### src/rtl/regfile_2r1w_param.sv
// regfile_2r1w_param: parametrised 1W/2R register file with registered reads, bypass, zero reg and clear sweep
module regfile_2r1w_param #(
   parameter int DATA_WIDTH = 32,
   parameter int ADDR_WIDTH = 5,
   parameter bit ZERO_REG = 1'b1,
   parameter bit BYPASS = 1'b1
) (
   input  logic                  CLK,
   input  logic                  RST,
   input  logic                  CLR,
   output logic                  BUSY,
   input  logic                  WE,
   input  logic [ADDR_WIDTH-1:0] ADDR_W,
   input  logic [DATA_WIDTH-1:0] DATA_W,
   input  logic                  RE1,
   input  logic [ADDR_WIDTH-1:0] ADDR_R1,
   output logic [DATA_WIDTH-1:0] DATA_R1,
   output logic                  VALID_R1,
   input  logic                  RE2,
   input  logic [ADDR_WIDTH-1:0] ADDR_R2,
   output logic [DATA_WIDTH-1:0] DATA_R2,
   output logic                  VALID_R2
);
   localparam int DEPTH = 2**ADDR_WIDTH;
   typedef enum logic {IDLE, SWEEP} state_t;
   state_t state, state_nxt;
   logic [ADDR_WIDTH-1:0] ptr, ptr_nxt;
   logic [DATA_WIDTH-1:0] mem [DEPTH];
   logic accept, wr_en;
   logic [1:0] re, valid_r;
   logic [1:0][ADDR_WIDTH-1:0] addr_r;
   logic [1:0][DATA_WIDTH-1:0] rd_word, data_r;

   always_ff @(posedge CLK or posedge RST) begin
      if (RST) begin
         state <= IDLE;
         ptr <= '0;
      end else begin
         state <= state_nxt;
         ptr <= ptr_nxt;
      end
   end

   always_comb begin
      state_nxt = (state == IDLE) ? (CLR ? SWEEP : IDLE)
                                  : ((ptr == ADDR_WIDTH'(DEPTH-1)) ? IDLE : SWEEP);
      ptr_nxt = (state == SWEEP) ? ptr + ADDR_WIDTH'(1) : '0;
   end

   // CLR wins over any access on the edge it is sampled
   always_comb begin
      BUSY = (state == SWEEP);
      accept = (state == IDLE) && !CLR;
      wr_en = accept && WE && !(ZERO_REG && ADDR_W == '0);
   end

   always_ff @(posedge CLK or posedge RST) begin
      if (RST) begin
         for (int i = 0; i < DEPTH; i++) mem[i] <= '0;
      end else if (state == SWEEP) begin
         mem[ptr] <= '0;
      end else if (wr_en) begin
         mem[ADDR_W] <= DATA_W;
      end
   end

   assign re = {RE2, RE1};
   assign addr_r = {ADDR_R2, ADDR_R1};

   for (genvar g = 0; g < 2; g++) begin : g_rd
      assign rd_word[g] = (ZERO_REG && addr_r[g] == '0) ? '0 :
                          (BYPASS && wr_en && ADDR_W == addr_r[g]) ? DATA_W : mem[addr_r[g]];
      always_ff @(posedge CLK or posedge RST) begin
         if (RST) begin
            data_r[g] <= '0;
            valid_r[g] <= 1'b0;
         end else begin
            valid_r[g] <= accept && re[g];
            if (accept && re[g]) data_r[g] <= rd_word[g];
         end
      end
   end

   assign DATA_R1 = data_r[0];
   assign DATA_R2 = data_r[1];
   assign VALID_R1 = valid_r[0];
   assign VALID_R2 = valid_r[1];
endmodule

### config.mk
export PLATFORM = sky130hd
export DESIGN_NAME = regfile_2r1w_param
export DESIGN_NICKNAME = d
export VERILOG_FILES = /design/src/rtl/regfile_2r1w_param.sv
export SDC_FILE = /design/constraint.sdc
export NUM_CORES = 2
export LEC_CHECK = 0
export CELL_PAD_IN_SITES_DETAIL_PLACEMENT = 1
export CELL_PAD_IN_SITES_GLOBAL_PLACEMENT = 2
export CORE_UTILIZATION = 43
export DETAILED_ROUTE_END_ITERATION = 8
export PLACE_DENSITY_LB_ADDON = 0.1
export SYNTH_ARGS = -nofsm -noshare
export SYNTH_HDL_FRONTEND = slang
export SYNTH_SLANG_ARGS = --single-unit
### constraint.sdc
create_clock -name CLK -period 44 [get_ports CLK]
set_input_delay 4.4 -clock CLK [delete_from_list [all_inputs] [get_ports CLK]]
set_output_delay 4.4 -clock CLK [all_outputs]
set_load 0.02 [all_outputs]
; Word-level counts from Yosys, hierarchy flattened
; Index checks and enable logic that the tools add are counted.
; W data, S select, Z words.
[classes]
n_addsub = 1
order_cmp = 6
eq_ne = 3
mux = 21
bitwise_logic = 7
n_reduce_logical = 15
[ops]
columns = operator, count
row1 = $mux W1024, 2
row2 = $and A1024 B1024 Y1024, 1
row3 = $bwmux W1024, 1
row4 = $not A1024 Y1024, 1
row5 = $bmux W32 S5, 2
row6 = $demux W32 S5, 2
row7 = $mux W32, 10
row8 = $ge A6 B6 Y1 const B, 4
row9 = $not A5 Y6, 4
row10 = $logic_not A5 Y1, 3
row11 = $lt A6 B1 Y1 const B, 2
row12 = $eq A5 B5 Y1, 2
row13 = $logic_and A1 B1 Y1, 9
row14 = $add A5 B1 Y5 const B, 1
row15 = $eq A5 B5 Y1 const B, 1
row16 = $mux W5, 1
row17 = $mux W1, 3
row18 = $logic_not A1 Y1, 2
row19 = $reduce_bool A2 Y1, 1
row20 = $not A1 Y1, 1
[word_totals]
reg_bits = 1096
in_bits = 53
output_inout_bits = 67
wordCells = 91

; Longest topological paths before layout
[logic_depth]
depth_word = 8
depth_mapped = 9

; Worst setup path before layout
; OpenSTA, ideal clock, no wires.
[synth_timing]
path_type = input port to flip-flop
start = input ADDR_R1[0]
end = register data_r, in the netlist DATA_R1[0]
setup_time_ps = 131
arrival_time_ps = 6388
required_time_ps = 43869
setup_slack_ps = 37480
path_stages = 7
path_buffers = 3
cell_sequence = buf_2 > buf_2 > buf_1 > mux4_2 > a22oi_1 > a21oi_1 > or3_1
[synth_via]
elab_chain_len = 6
[synth_rtl]
columns = item, line_no
row1 = start: declaration, 16  ; input logic [ADDR_WIDTH-1:0] ADDR_R1,
row2 = $not A5 Y6 (not written as such), 72  ; (BYPASS && wr_en && ADDR_W == addr_r[g]) ? DATA_W : mem[addr_r[g]];
row3 = $bmux W32 S5, 72
row4 = $mux W32 (not written as such) (2 in series), 72
row5 = $mux W32, 72
row6 = $mux W32 (*), 71  ; assign rd_word[g] = (ZERO_REG && addr_r[g] == '0) ? '0 :
row7 = end signal: indexed assignment, 79  ; if (accept && re[g]) data_r[g] <= rd_word[g];
row8 = end: declaration, 32  ; logic [1:0][DATA_WIDTH-1:0] rd_word, data_r;
; Every way passes the cells marked *; elsewhere a longest branch is shown, timed or not. The select of a mux whose other input is x is not followed.
; A chain may end at the register's enable or synchronous reset.

==> flow_metrics.env <==
export IMPL_crit_type="input pin to asynchronous set/reset pin"
export IMPL_die_w_microns=360
export IMPL_io_buffers=119
export IMPL_arrival_ns=9.32
export IMPL_wl_per_cell_microns=42.0
export IMPL_final_max_slew_viol_count=0
export IMPL_setup_viol=0
export IMPL_cp_required_ns=44.70
export IMPL_cp_common_cell="buf_4"
export IMPL_boundaryPins=120
export IMPL_synth_simple_area_share=0.0186
export IMPL_fin_util=0.494
export IMPL_cp_end_kind="asynchronous set/reset pin"
export IMPL_synth_compound_area_frac=0.238
export IMPL_grt_overflow=0
export IMPL_num_rows=130
export IMPL_synthToLayoutAreaGrowth_pct=13.4
export IMPL_grt_pass1_vias=46600
export IMPL_vias_per_cell=7.68
export IMPL_antenna_found_initial=3
export IMPL_syn_inst=4106
export IMPL_critPathLaunchType="input pin"
export IMPL_yosysWarnings=0
export IMPL_clk_latency_ns=0.76
export IMPL_grt_use_total=0.372
export IMPL_crit_path_max_fanout=170
export IMPL_worst_slew_pin_slew_ns=1.21
export IMPL_leakage_nw=27.5
export IMPL_synthFlopType="dfrtp_1"
export IMPL_synth_edff_count=0
export IMPL_die_y_microns=360
export IMPL_cp_cell_sequence="clkdlybuf4s50_1 > inv_8 > buf_12 > buf_4 > buf_4 > buf_4"
export IMPL_min_period_over_period=0.196
export IMPL_synth_area_sq_um=55100
export IMPL_rr_startpoint="BUSY"
export IMPL_outcome="finished clean"
export IMPL_finalHoldViolations=0
export IMPL_clk_pin_slew_worst_paths_ns=0.06
export IMPL_fin_skew_ns=0.0245
export IMPL_drive_gt1_frac=0.204
export IMPL_holdBufCountCts=0
export IMPL_worst_slack_ns=35.38
export IMPL_cts_buffers=132
export IMPL_min_delay_path_class="flip-flop to flip-flop"
export IMPL_synthAdderAreaFrac=0.00114
export IMPL_first_iter_violations=5166
export IMPL_rrSetupSlack_ns=39.88
export IMPL_syn_avg_cell_area_sq_um=13.4
export IMPL_dp_hpwl_microns=127000
export IMPL_fin_area_sq_um=62500
export IMPL_slowest_delay_ns=0.95
export IMPL_initial_core_util=0.436
export IMPL_period_needed_ns=8.62
export IMPL_die_area_sq_um=130000
export IMPL_cts_resized=0
export IMPL_rsz0062_at_grt="false"
export IMPL_grt_pass1_wl_microns=348000
export IMPL_critPathLaunch="RST"
export IMPL_cts_tree="done"
export IMPL_synth_seq_cells=1096
export IMPL_synth_xor_xnor_area_share=0.00191
export IMPL_placed_area_sq_um=58200
export IMPL_synth_async_reset_ratio=1.00
export IMPL_synthMuxAreaShare=0.204
export IMPL_p_total_mw=2.72
export IMPL_grt_max_degree=171
export IMPL_post_cts_buffers=0
export IMPL_place_congestion=0.845
export IMPL_syn_nets=4164
export IMPL_n_fill_cell=12200
export IMPL_peakVddDrop_v=0.0000303
export IMPL_hold_start="mem[998]"
export IMPL_seq_area_sq_um=27400
export IMPL_finalSetupTns_ns=0
export IMPL_synth_top_family_by_area="compound AO/OA/AOI/OAI gates"
export IMPL_clock_sinks=1096
export IMPL_cap_violations=0
export IMPL_cpMaxStageDelayCell="buf_4"
export IMPL_nNetsFinal=4022
export IMPL_via_count=43900
export IMPL_seq_area_frac_synth=0.498
export IMPL_fmax_mhz=116
export IMPL_drc=0
export IMPL_routed_wl_microns=240000
export IMPL_clockRootBuffer="clkbuf_16"
export IMPL_drtPass1Iterations=5
export IMPL_max_clock_path_buffers=3
export IMPL_synth_distinct_cells=38
export IMPL_coreArea_sq_um=126000
export IMPL_cts_max_level=4
export IMPL_relSlewSlack=0.193
export IMPL_power_density_nw_per_um2=43.5
export IMPL_multi_input_area_sq_um=26200
export IMPL_antenna_violating_nets_post_route=0
export IMPL_place_ws_ns=34.50
logic make-up after synthesis:
kind of cell | Yosys count
compound gates | 1605
flops | 1096
mux | 641
buf+inv | 557
simple gates | 190
xor+xnor | 12
fa+ha+maj | 5
cells in the final DEF (no fill, tap or decap), drive strengths merged, types with 40 or more instances in the layout:
cell type      Yosys  routed
buf              142     162
o21ai             65      65
a22o            1056    1056
mux4             384     384
nand2             40      40
clkbuf           406     194
dfrtp           1096    1096
clkdlybuf4s50      0     110
a221oi           128     128
a22oi            192     192
a21oi            128     128
mux2i            257     257
and2              44      44
sequential cells by signal (all words and copies together), names as in the netlist:
register  count
BUSY          1
DATA_R1      32
DATA_R2      32
VALID_R1      1
VALID_R2      1
mem        1024
ptr           5
power breakdown:
part           internal (mW)  switching (mW)
clock                  0.665           0.447
sequential              1.06          0.0683
combinational          0.162           0.311
total                   1.89           0.827
path summary, 6_finish.rpt:
check,to,cells after the start
min in group asynchronous,mem[538],2
min,mem[998],1
max reg2reg,mem[205],7
max,mem[262],6
min reg2reg,mem[998],1
max in group CLK,DATA_R1[20],8
cell usage after synthesis (9+ instances only):
master    number  area (sq um)
and2_1        44           275
nor2_1        37           139
buf_2         57           285
o21ai_0       65           325
mux4_2       384          8650
xnor2_1       11          96.3
dfrtp_1     1096         27400
a211o_1       32           280
a21oi_1      128           641
a221oi_1     128          1120
a22o_1      1056          9250
mux2i_1      257          2570
or3_1         33           206
nand2_1       40           150
clkbuf_1     405          1520
inv_1          9          33.8
buf_1         85           319
a22oi_1      192          1440
routing by layer:
| layer | track usage | part of all wire | vias up |
|---|---|---|---|
| met5 | 0 | 0.000079 | - |
| met4 | 0.183 | 0.051 | 2 |
| met3 | 0.0928 | 0.11 | 655 |
| met2 | 0.559 | 0.45 | 3113 |
| met1 | 0.502 | 0.39 | 23700 |
| li1 | - | - | 16300 |
per-stage QoR:
stage,instances,hold slack [ns]
3_5_place_dp,5480,0.495
3_3_place_gp,5480,0.482
2_1_floorplan,4106,0.467
6_report,5710,0.513
4_1_cts,5708,0.512
5_1_grt,5708,0.529
critical path, delay by kind of cell:
kind / cells / cell delay, ns
buf+inv: 6 / 4.39
final cells by class:
type,instances,area share
flip-flops and latches,1096,0.439
multi-input cells,2453,0.420
clock buffers,194,0.0632
repair buffers,272,0.0384
well taps,1650,0.0330
clock inverters,34,0.00615
inverters,9,0.000661
diodes,2,0.0000801
Note: power is estimated with default switching activity, not from simulation.
